==> src/rtl/mcu_pkg.sv <==
// Shared MCU definitions: interrupt controller port IDs, state type and vector width.
package mcu_pkg;

    localparam logic [7:0] MASK_ID = 8'hE0;
    localparam logic [7:0] PEND_ID = 8'hE1;
    localparam logic [7:0] VEC_ID  = 8'hE2;

    localparam int VEC_W = 3;

    typedef enum logic [1:0] {
        IDLE    = 2'd0,
        REQ     = 2'd1,
        SERVICE = 2'd2
    } int_st_t;

endpackage

==> src/rtl/prio_enc.sv <==
// Lowest-index-wins priority encoder: bit 0 has the highest priority.
module prio_enc
    import mcu_pkg::*;
#(
    parameter int N_SRC = 8
) (
    input  logic [N_SRC-1:0] req,
    output logic             valid,
    output logic [VEC_W-1:0] idx
);

    // Scan from the top down so the lowest set index is the last one written.
    always_comb begin
        valid = |req;
        idx   = {VEC_W{1'b0}};
        for (int i = N_SRC - 1; i >= 0; i--) begin
            if (req[i]) begin
                idx = i[VEC_W-1:0];
            end else begin
                idx = idx;
            end
        end
    end

endmodule

==> src/rtl/int_arbiter.sv <==
// Multi-source interrupt arbiter: edge-latched pending bits, software mask,
// fixed-priority winner and a REQ/SERVICE handshake with the control unit.
module int_arbiter
    import mcu_pkg::*;
#(
    parameter int         N_SRC   = 8,
    parameter logic [7:0] MASK_ID = mcu_pkg::MASK_ID,
    parameter logic [7:0] PEND_ID = mcu_pkg::PEND_ID,
    parameter logic [7:0] VEC_ID  = mcu_pkg::VEC_ID
) (
    input  logic             CLK,
    input  logic             RESET,
    input  logic [N_SRC-1:0] IRQ,
    input  logic [7:0]       PORT_ID,
    input  logic [7:0]       OUT_PORT,
    input  logic             IO_STRB,
    output logic [7:0]       IN_DATA,
    input  logic             INT_ACK,
    input  logic             INT_DONE,
    output logic             INT_REQ,
    output logic             BUSY
);

    logic [N_SRC-1:0] irq_q_r;
    logic [N_SRC-1:0] mask_r;
    logic [N_SRC-1:0] pending_r;
    logic [VEC_W-1:0] vec_r;
    int_st_t          state_r;
    logic             int_req_r;
    logic             busy_r;

    logic [N_SRC-1:0] rise_s;
    logic [N_SRC-1:0] cand_s;
    logic [N_SRC-1:0] vec_onehot_s;
    logic [N_SRC-1:0] w1c_s;
    logic [N_SRC-1:0] ack_clr_s;
    logic [N_SRC-1:0] pending_nxt_s;
    logic [N_SRC-1:0] mask_nxt_s;
    logic             mask_wr_s;
    logic             pend_wr_s;
    logic             ack_fire_s;
    logic             vec_live_s;
    logic             win_valid_s;
    logic [VEC_W-1:0] win_idx_s;
    logic [7:0]       in_data_s;

    assign cand_s = pending_r & mask_r;

    prio_enc #(
        .N_SRC (N_SRC)
    ) u_prio_enc (
        .req   (cand_s),
        .valid (win_valid_s),
        .idx   (win_idx_s)
    );

    // Next-cycle pending/mask values; the REQ drop check looks at these so a
    // mask write or W1C withdraws the request on the very edge it lands.
    always_comb begin
        rise_s     = IRQ & ~irq_q_r;
        mask_wr_s  = IO_STRB && (PORT_ID == MASK_ID);
        pend_wr_s  = IO_STRB && (PORT_ID == PEND_ID);
        ack_fire_s = (state_r == REQ) && INT_ACK;
        for (int i = 0; i < N_SRC; i++) begin
            vec_onehot_s[i] = (vec_r == i[VEC_W-1:0]);
        end
        w1c_s         = pend_wr_s  ? OUT_PORT[N_SRC-1:0] : {N_SRC{1'b0}};
        ack_clr_s     = ack_fire_s ? vec_onehot_s        : {N_SRC{1'b0}};
        // New edges are OR-ed in after the clear so a same-cycle rise wins.
        pending_nxt_s = (pending_r & ~(w1c_s | ack_clr_s)) | rise_s;
        mask_nxt_s    = mask_wr_s  ? OUT_PORT[N_SRC-1:0] : mask_r;
        vec_live_s    = |(pending_nxt_s & mask_nxt_s & vec_onehot_s);
    end

    // Edge-detect history, mask register and pending register.
    always_ff @(posedge CLK) begin
        if (RESET) begin
            irq_q_r   <= {N_SRC{1'b0}};
            mask_r    <= {N_SRC{1'b0}};
            pending_r <= {N_SRC{1'b0}};
        end else begin
            irq_q_r   <= IRQ;
            mask_r    <= mask_nxt_s;
            pending_r <= pending_nxt_s;
        end
    end

    // Request/service handshake with registered INT_REQ and BUSY.
    always_ff @(posedge CLK) begin
        if (RESET) begin
            state_r   <= IDLE;
            vec_r     <= {VEC_W{1'b0}};
            int_req_r <= 1'b0;
            busy_r    <= 1'b0;
        end else begin
            case (state_r)
                IDLE: begin
                    busy_r <= 1'b0;
                    if (win_valid_s) begin
                        vec_r     <= win_idx_s;
                        state_r   <= REQ;
                        int_req_r <= 1'b1;
                    end else begin
                        int_req_r <= 1'b0;
                    end
                end
                REQ: begin
                    // vec_r stays frozen here: no preemption by later arrivals.
                    if (INT_ACK) begin
                        state_r   <= SERVICE;
                        int_req_r <= 1'b0;
                        busy_r    <= 1'b1;
                    end else if (!vec_live_s) begin
                        state_r   <= IDLE;
                        int_req_r <= 1'b0;
                        busy_r    <= 1'b0;
                    end else begin
                        int_req_r <= 1'b1;
                        busy_r    <= 1'b0;
                    end
                end
                SERVICE: begin
                    int_req_r <= 1'b0;
                    if (INT_DONE) begin
                        state_r <= IDLE;
                        busy_r  <= 1'b0;
                    end else begin
                        busy_r  <= 1'b1;
                    end
                end
                default: begin
                    state_r   <= IDLE;
                    int_req_r <= 1'b0;
                    busy_r    <= 1'b0;
                end
            endcase
        end
    end

    // IN-port read mux, zero-extended; unmatched IDs read as zero.
    always_comb begin
        in_data_s = 8'h00;
        if (PORT_ID == MASK_ID) begin
            in_data_s[N_SRC-1:0] = mask_r;
        end else if (PORT_ID == PEND_ID) begin
            in_data_s[N_SRC-1:0] = pending_r;
        end else if (PORT_ID == VEC_ID) begin
            in_data_s[VEC_W-1:0] = vec_r;
        end else begin
            in_data_s = 8'h00;
        end
    end

    assign IN_DATA = in_data_s;
    assign INT_REQ = int_req_r;
    assign BUSY    = busy_r;

endmodule
==> config.mk <==
export PLATFORM = sky130hd
export DESIGN_NAME = int_arbiter
export DESIGN_NICKNAME = d
export VERILOG_FILES = /design/src/rtl/mcu_pkg.sv /design/src/rtl/prio_enc.sv /design/src/rtl/int_arbiter.sv
export SDC_FILE = /design/constraint.sdc
export NUM_CORES = 1
export LEC_CHECK = 0
export BUFFER_PORTS_ARGS = -buffer_cell sky130_fd_sc_hd__buf_4
export CORE_ASPECT_RATIO = 1.4
export CORE_MARGIN = 2
export CORE_UTILIZATION = 40
export CTS_CLUSTER_DIAMETER = 50
export DETAILED_ROUTE_END_ITERATION = 7
export PLACE_DENSITY = 0.7
export RECOVER_POWER = 25
export SLEW_MARGIN = 20
export SYNTH_ARGS = -nofsm -noshare
export SYNTH_HDL_FRONTEND = slang
export SYNTH_SLANG_ARGS = --single-unit
==> constraint.sdc <==
create_clock -name CLK -period 6.6 [get_ports CLK]
set_input_delay 1.98 -clock CLK [delete_from_list [all_inputs] [get_ports CLK]]
set_output_delay 1.98 -clock CLK [all_outputs]
set_load 0.03 [all_outputs]
Yosys cells after proc, flatten, opt, wreduce, memory -nomap -nowiden. Cells that the tools add are included.

Flip-flop bits (word level): 31. Input port bits: 29. Output and inout port bits: 10.

Equality and inequality tests: 15. Muxes and demuxes: 26. Bitwise operators: 9. Reduce and logical (&&, ||, !) cells: 9.

Operators by type and width (number): $and 8x8->8 (5); $mux 8 (5); $mux 3 (9); $eq 8x8->1 const B (3); $not 8->8 (2); $or 8x8->8 (2); $reduce_or 8->1 (2); $eq 3x3->1 const B (4); $mux 2 (4); $eq 3x2->1 const B (2); $pmux 2 s3 (1); $mux 1 (5); $pmux 1 s2 (2); $eq 3x1->1 const B (1); $logic_and 1x1->1 (3); $logic_not 3->1 (1); $ne 3x3->1 const B (1); $reduce_and 3->1 (1); $eq 2x1->1 const B (1); $eq 2x2->1 const B (1); $logic_not 2->1 (1); $ne 2x1->1 const B (1); $ne 2x2->1 const B (1); $reduce_and 2->1 (1).

Depth between registers and ports, before layout.
Word-level depth: 13. Mapped depth: 9. Gate-level depth less buffers: 9.

By module. Synthesis repeated with hierarchy kept, for this count alone.

Cells, all modules: 231. Area, all modules: 1798.0 µm².

Modules (own cells, without submodules): int_arbiter (times used 1, cells an instance 218, area an instance 1716.6 µm²); prio_enc (times used 1, cells an instance 13, area an instance 81.3 µm²).

Least setup slack after synthesis. Ideal clock, no wire load.

Path kind: input to output. From: input PORT_ID[1]. To: output IN_DATA[0]. Data arrival time: 3.324 ns. Slack: 1.296 ns. Stages on the path: 6. Path buffers: 2. Path through: buf_6 nor4b_4 and2_2 clkbuf_1 nand2_1 o21ai_0.

Word-level cells in the longest chain between the ends: 4. Elaborated cells on any way between the ends: 6. Those cells by class: eq/ne (3); mux (3).

RTL lines: start: declaration (RTL line int_arbiter.sv:14) `input logic [7:0] PORT_ID,`; $eq 8x8->1 (RTL line int_arbiter.sv:147) `end else if (PORT_ID == VEC_ID) begin`; $mux 3 (RTL line int_arbiter.sv:147); $mux 8 (RTL line int_arbiter.sv:145) `end else if (PORT_ID == PEND_ID) begin`; $mux 8 * (RTL line int_arbiter.sv:143) `if (PORT_ID == MASK_ID) begin`; end: declaration (RTL line int_arbiter.sv:17) `output logic [7:0] IN_DATA,`.

Every way passes the cells marked *; elsewhere a longest branch is shown, timed or not.

Final worst setup path.
From: input PORT_ID[1]. To: output IN_DATA[2].

The elaborated chain is that of the path after synthesis.

==> load_flow_metrics.sql <==
INSERT INTO impl_metrics (metric_group, metric, value, unit) VALUES
('final_layout', 'syn2layout_area_growth', '19.4', '%'),
('sta', 'timing.final.hold_violations', '0', ''),
('floorplanning', 'ioPinCount', '39', ''),
('floorplanning', 'floorplan.core_area', '4270', 'sq um'),
('placed_design', 'dp_hpwl', '3310', 'um'),
('sta', 'setup-tns-final', '0', 'ns'),
('power', 'total_leakage_power', '0.889', 'nW'),
('cts', 'path_clk_slew', '0.07', 'ns'),
('cts', 'cts_htree_levels', '2', ''),
('min_path', 'min_path_type', 'flip-flop to flip-flop', ''),
('global_routing', 'grt_pass1_vias', '1475', ''),
('floorplanning', 'initial_standard_cell_utilization_of_the_core', '41.9', '%'),
('logic_synthesis', 'synthDominantCellAreaShare', '34.7', '%'),
('sta', 'maxClockFrequency', '186', 'MHz'),
('logic_synthesis', 'synth.yosys.seq_area_share', '34.7', '%'),
('routing', 'vias', '1653', ''),
('global_routing', 'grt_use_total', '17.9', '%'),
('setup_path', 'timing.critical_path.required', '4.62', 'ns'),
('routing', 'detail-route-antenna-nets', '0', ''),
('final_layout', 'n_antenna_cell', '0', ''),
('logic_synthesis', 'synth.ff_latch_count', '31', ''),
('logic_synthesis', 'synth_fa_ha_area_share', '2.10', '%'),
('floorplanning', 'dieHeight', '83.2', 'um'),
('logic_synthesis', 'synth_top_family_by_area', 'simple AND/OR/NAND/NOR gates', ''),
('sta', 'finalWorstPathRequiredPeriod', '5.37', 'ns'),
('logic_synthesis', 'synth-async-reset-ratio', '0', '%'),
('logic_synthesis', 'synth_xor_area_share', '0', '%'),
('logic_synthesis', 'synth_compound_gate_area_share', '18.0', '%'),
('sta', 'setup_viol', '0', ''),
('setup_path', 'crit_arrival', '3.39', 'ns'),
('logic_synthesis', 'ys_warn_count', '0', ''),
('final_layout', 'finish.net_count', '265', ''),
('cts', 'holdBufCountCts', '0', ''),
('cts', 'post_cts_resized', '0', ''),
('floorplanning', 'horiz_die_dim', '60.5', 'um'),
('logic_synthesis', 'synthesis.area_per_instance', '8.95', 'sq um'),
('global_routing', 'grt_antenna_before_repair', '0', ''),
('sta', 'final_min_period_over_clock_period', '81.4', '%'),
('placed_design', 'total_of_buffers_placed_on_input_and_output_ports', '38', ''),
('power', 'cellPowerDensity', '185', 'nW/um^2'),
('sta', 'slew_headroom', '10.1', '%'),
('logic_synthesis', 'synth.area.mux_share', '9.71', '%'),
('logic_synthesis', 'synth_area_leader_cell', 'sky130_fd_sc_hd__dfxtp_1', ''),
('cts', 'worst_skew_pair.late_latency', '0.29', 'ns'),
('logic_synthesis', 'post_syn_nets', '232', ''),
('power', 'fin_total_pwr', '395', 'uW'),
('logic_synthesis', 'ys_types', '49', ''),
('cts', 'clk_buf_depth', '2', ''),
('routing', 'post_drt_wl_per_cell', '14.8', 'um'),
('routing', 'vias_per_cell', '5.62', ''),
('final_layout', 'final_layout_size_suffix_gt1_share', '24.8', '%'),
('sta', 'grt_setup_unrepaired', 'no', ''),
('cts', 'clock_sinks', '31', ''),
('floorplanning', 'fp.dieArea', '5030', 'sq um'),
('status', 'outcome', 'complete, no violations', ''),
('flow_run', 'drv_cap', '0', ''),
('logic_synthesis', 'netlist_top_cells_area', 'sky130_fd_sc_hd__dfxtp_1, sky130_fd_sc_hd__mux2i_1, sky130_fd_sc_hd__nand4_1, sky130_fd_sc_hd__nor2b_1, sky130_fd_sc_hd__nor2_1', ''),
('global_routing', 'grt.overflow.total', '0', ''),
('logic_synthesis', 'synth_enable_flop_cells', '0', ''),
('routing', 'drt_iter0_markers', '102', ''),
('logic_synthesis', 'postSynthCellCount', '200', ''),
('routing', 'finalWirelength', '4350', 'um'),
('sta', 'skew', '0.00446', 'ns'),
('logic_synthesis', 'netlist_area', '1790', 'sq um'),
('setup_path', 'cp-start-kind', 'input port', ''),
('routing', 'number_of_remaining_drc_errors', '0', ''),
('sta', 'drv_slew', '0', ''),
('setup_path', 'critical_path_class', 'input port to output pin', ''),
('logic_synthesis', 'synthSimpleGateAreaFrac', '28.6', '%'),
('setup_path', 'critical_path.max_fanout', '9', ''),
('power', 'max-vdd-ir-drop', '0.113', 'mV'),
('routing', 'detail_route.first_pass.iterations', '4', ''),
('setup_path', 'setup.worst_path.end_class', 'output pin', ''),
('global_routing', 'grt_start_max_net_pins', '33', ''),
('sta', 'tightestPinTransition', '1.35', 'ns'),
('placed_design', 'gp_congestion', '0.837', ''),
('cts', 'cts_buffers', '5', ''),
('logic_synthesis', 'postSynth.topFlopCell', 'sky130_fd_sc_hd__dfxtp_1', ''),
('cts', 'cts_setup_buffers', '0', ''),
('global_routing', 'wire_length_of_the_first_global_routing_pass', '6840', 'um'),
('floorplanning', 'rows', '28', ''),
('cts', 'clock_tree.root_cell', 'sky130_fd_sc_hd__clkbuf_8', ''),
('cts', 'tritoncts', 'done', '');
## cells in the mapped netlist (3+ instances only)
cell / number
sky130_fd_sc_hd__nor2_1: 18
sky130_fd_sc_hd__nand3_1: 4
sky130_fd_sc_hd__dfxtp_1: 31
sky130_fd_sc_hd__nor2b_1: 11
sky130_fd_sc_hd__a22o_1: 5
sky130_fd_sc_hd__inv_1: 9
sky130_fd_sc_hd__clkbuf_1: 6
sky130_fd_sc_hd__a21oi_2: 3
sky130_fd_sc_hd__o21ai_0: 6
sky130_fd_sc_hd__clkbuf_8: 3
sky130_fd_sc_hd__o21a_1: 5
sky130_fd_sc_hd__mux2_2: 3
sky130_fd_sc_hd__a32oi_1: 5
sky130_fd_sc_hd__nand4_1: 14
sky130_fd_sc_hd__mux2i_1: 14
sky130_fd_sc_hd__nand2_1: 12
sky130_fd_sc_hd__ha_1: 3
sky130_fd_sc_hd__a21oi_1: 7
## cell type report
type / count / area [sq um]
Timing Repair Buffer: 38 / 282
Clock buffer: 7 / 76.3
Sequential cell: 31 / 621
Multi-Input combinational cell: 148 / 1040
Fill cell: 445 / 2140
Tap cell: 60 / 75.1
Clock inverter: 1 / 5.00
Inverter: 9 / 33.8
## stage by stage
stage	hold slack, ns	setup slack (ns)	cell area (sq um)	utilization, %	std cells
final	0.504	1.23	2140	50.0	294
after global routing	0.546	1.13	2140	50.0	294
after CTS	0.514	1.26	2140	50.1	294
after detailed placement	0.496	1.27	2060	48.2	286
after global placement	0.488	1.31	2060	48.2	286
after floorplan	0.473	1.30	1790	-	200
## cells by family after synthesis
family / after synthesis
compound gates: 44
fa+ha+maj: 3
flops: 31
buf+inv: 21
mux: 17
simple gates: 84
## metal layers
metal	share of wire [%]	vias up	global-route usage (%)	wire length, um
met4	4.9	0	11.1	213
met5	0	-	0	0
met1	43	780	23.2	1860
li1	-	802	-	-
met3	5.1	19	3.74	220
met2	47	52	26.4	2060
## cells in the final DEF, fill, tap and decap left out, types with 2 or more instances in the layout
master,count
sky130_fd_sc_hd__nand4_1,14
sky130_fd_sc_hd__o22ai_1,2
sky130_fd_sc_hd__nand2_1,12
sky130_fd_sc_hd__nand3_1,4
sky130_fd_sc_hd__nand4b_1,2
sky130_fd_sc_hd__and2_1,2
sky130_fd_sc_hd__clkbuf_8,5
sky130_fd_sc_hd__nor2b_1,11
sky130_fd_sc_hd__nand3b_1,2
sky130_fd_sc_hd__nor3b_1,2
sky130_fd_sc_hd__o21a_1,5
sky130_fd_sc_hd__a21oi_2,3
sky130_fd_sc_hd__ha_1,3
sky130_fd_sc_hd__and2b_2,2
sky130_fd_sc_hd__nor4bb_1,2
sky130_fd_sc_hd__dfxtp_1,31
sky130_fd_sc_hd__a32oi_1,5
sky130_fd_sc_hd__buf_4,37
sky130_fd_sc_hd__mux2_2,3
sky130_fd_sc_hd__nor2_1,18
sky130_fd_sc_hd__mux2i_1,14
sky130_fd_sc_hd__clkbuf_1,3
sky130_fd_sc_hd__o21ai_0,6
sky130_fd_sc_hd__a22o_1,5
sky130_fd_sc_hd__a21oi_1,7
sky130_fd_sc_hd__a22oi_1,2
sky130_fd_sc_hd__or2b_1,2
sky130_fd_sc_hd__inv_1,9
## critical path, cell delays in order
cell and delay, ns:
sky130_fd_sc_hd__buf_4 0.14, sky130_fd_sc_hd__nor4b_4 0.52, sky130_fd_sc_hd__and2_2 0.34, sky130_fd_sc_hd__nand2_1 0.07, sky130_fd_sc_hd__o21ai_0 0.12, sky130_fd_sc_hd__buf_4 0.22
## registers in the layout, indices dropped and copies added (netlist names)
register	flops
BUSY	1
INT_REQ	1
irq_q_r	8
mask_r	8
pending_r	8
state_r	2
vec_r	3
## path summary, 6_finish.rpt
kind | startpoint | slack [ns] | cells past startpoint | end
max reg2reg | vec_r[1] | 4.20 | 7 | state_r[1]
min | irq_q_r[0] | 0.50 | 3 | pending_r[0]
max | PORT_ID[1] | 1.23 | 6 | IN_DATA[2]
min reg2reg | irq_q_r[0] | 0.50 | 3 | pending_r[0]
## power by group
part	total (mW)	internal [mW]	leakage (nW)	switching (mW)
combinational	0.0498	0.0255	0.592	0.0243
clock	0.145	0.0739	0.0422	0.0710
sequential	0.200	0.195	0.254	0.00539
total	0.395	0.294	0.889	0.101
(Power assumes the default switching activity.)
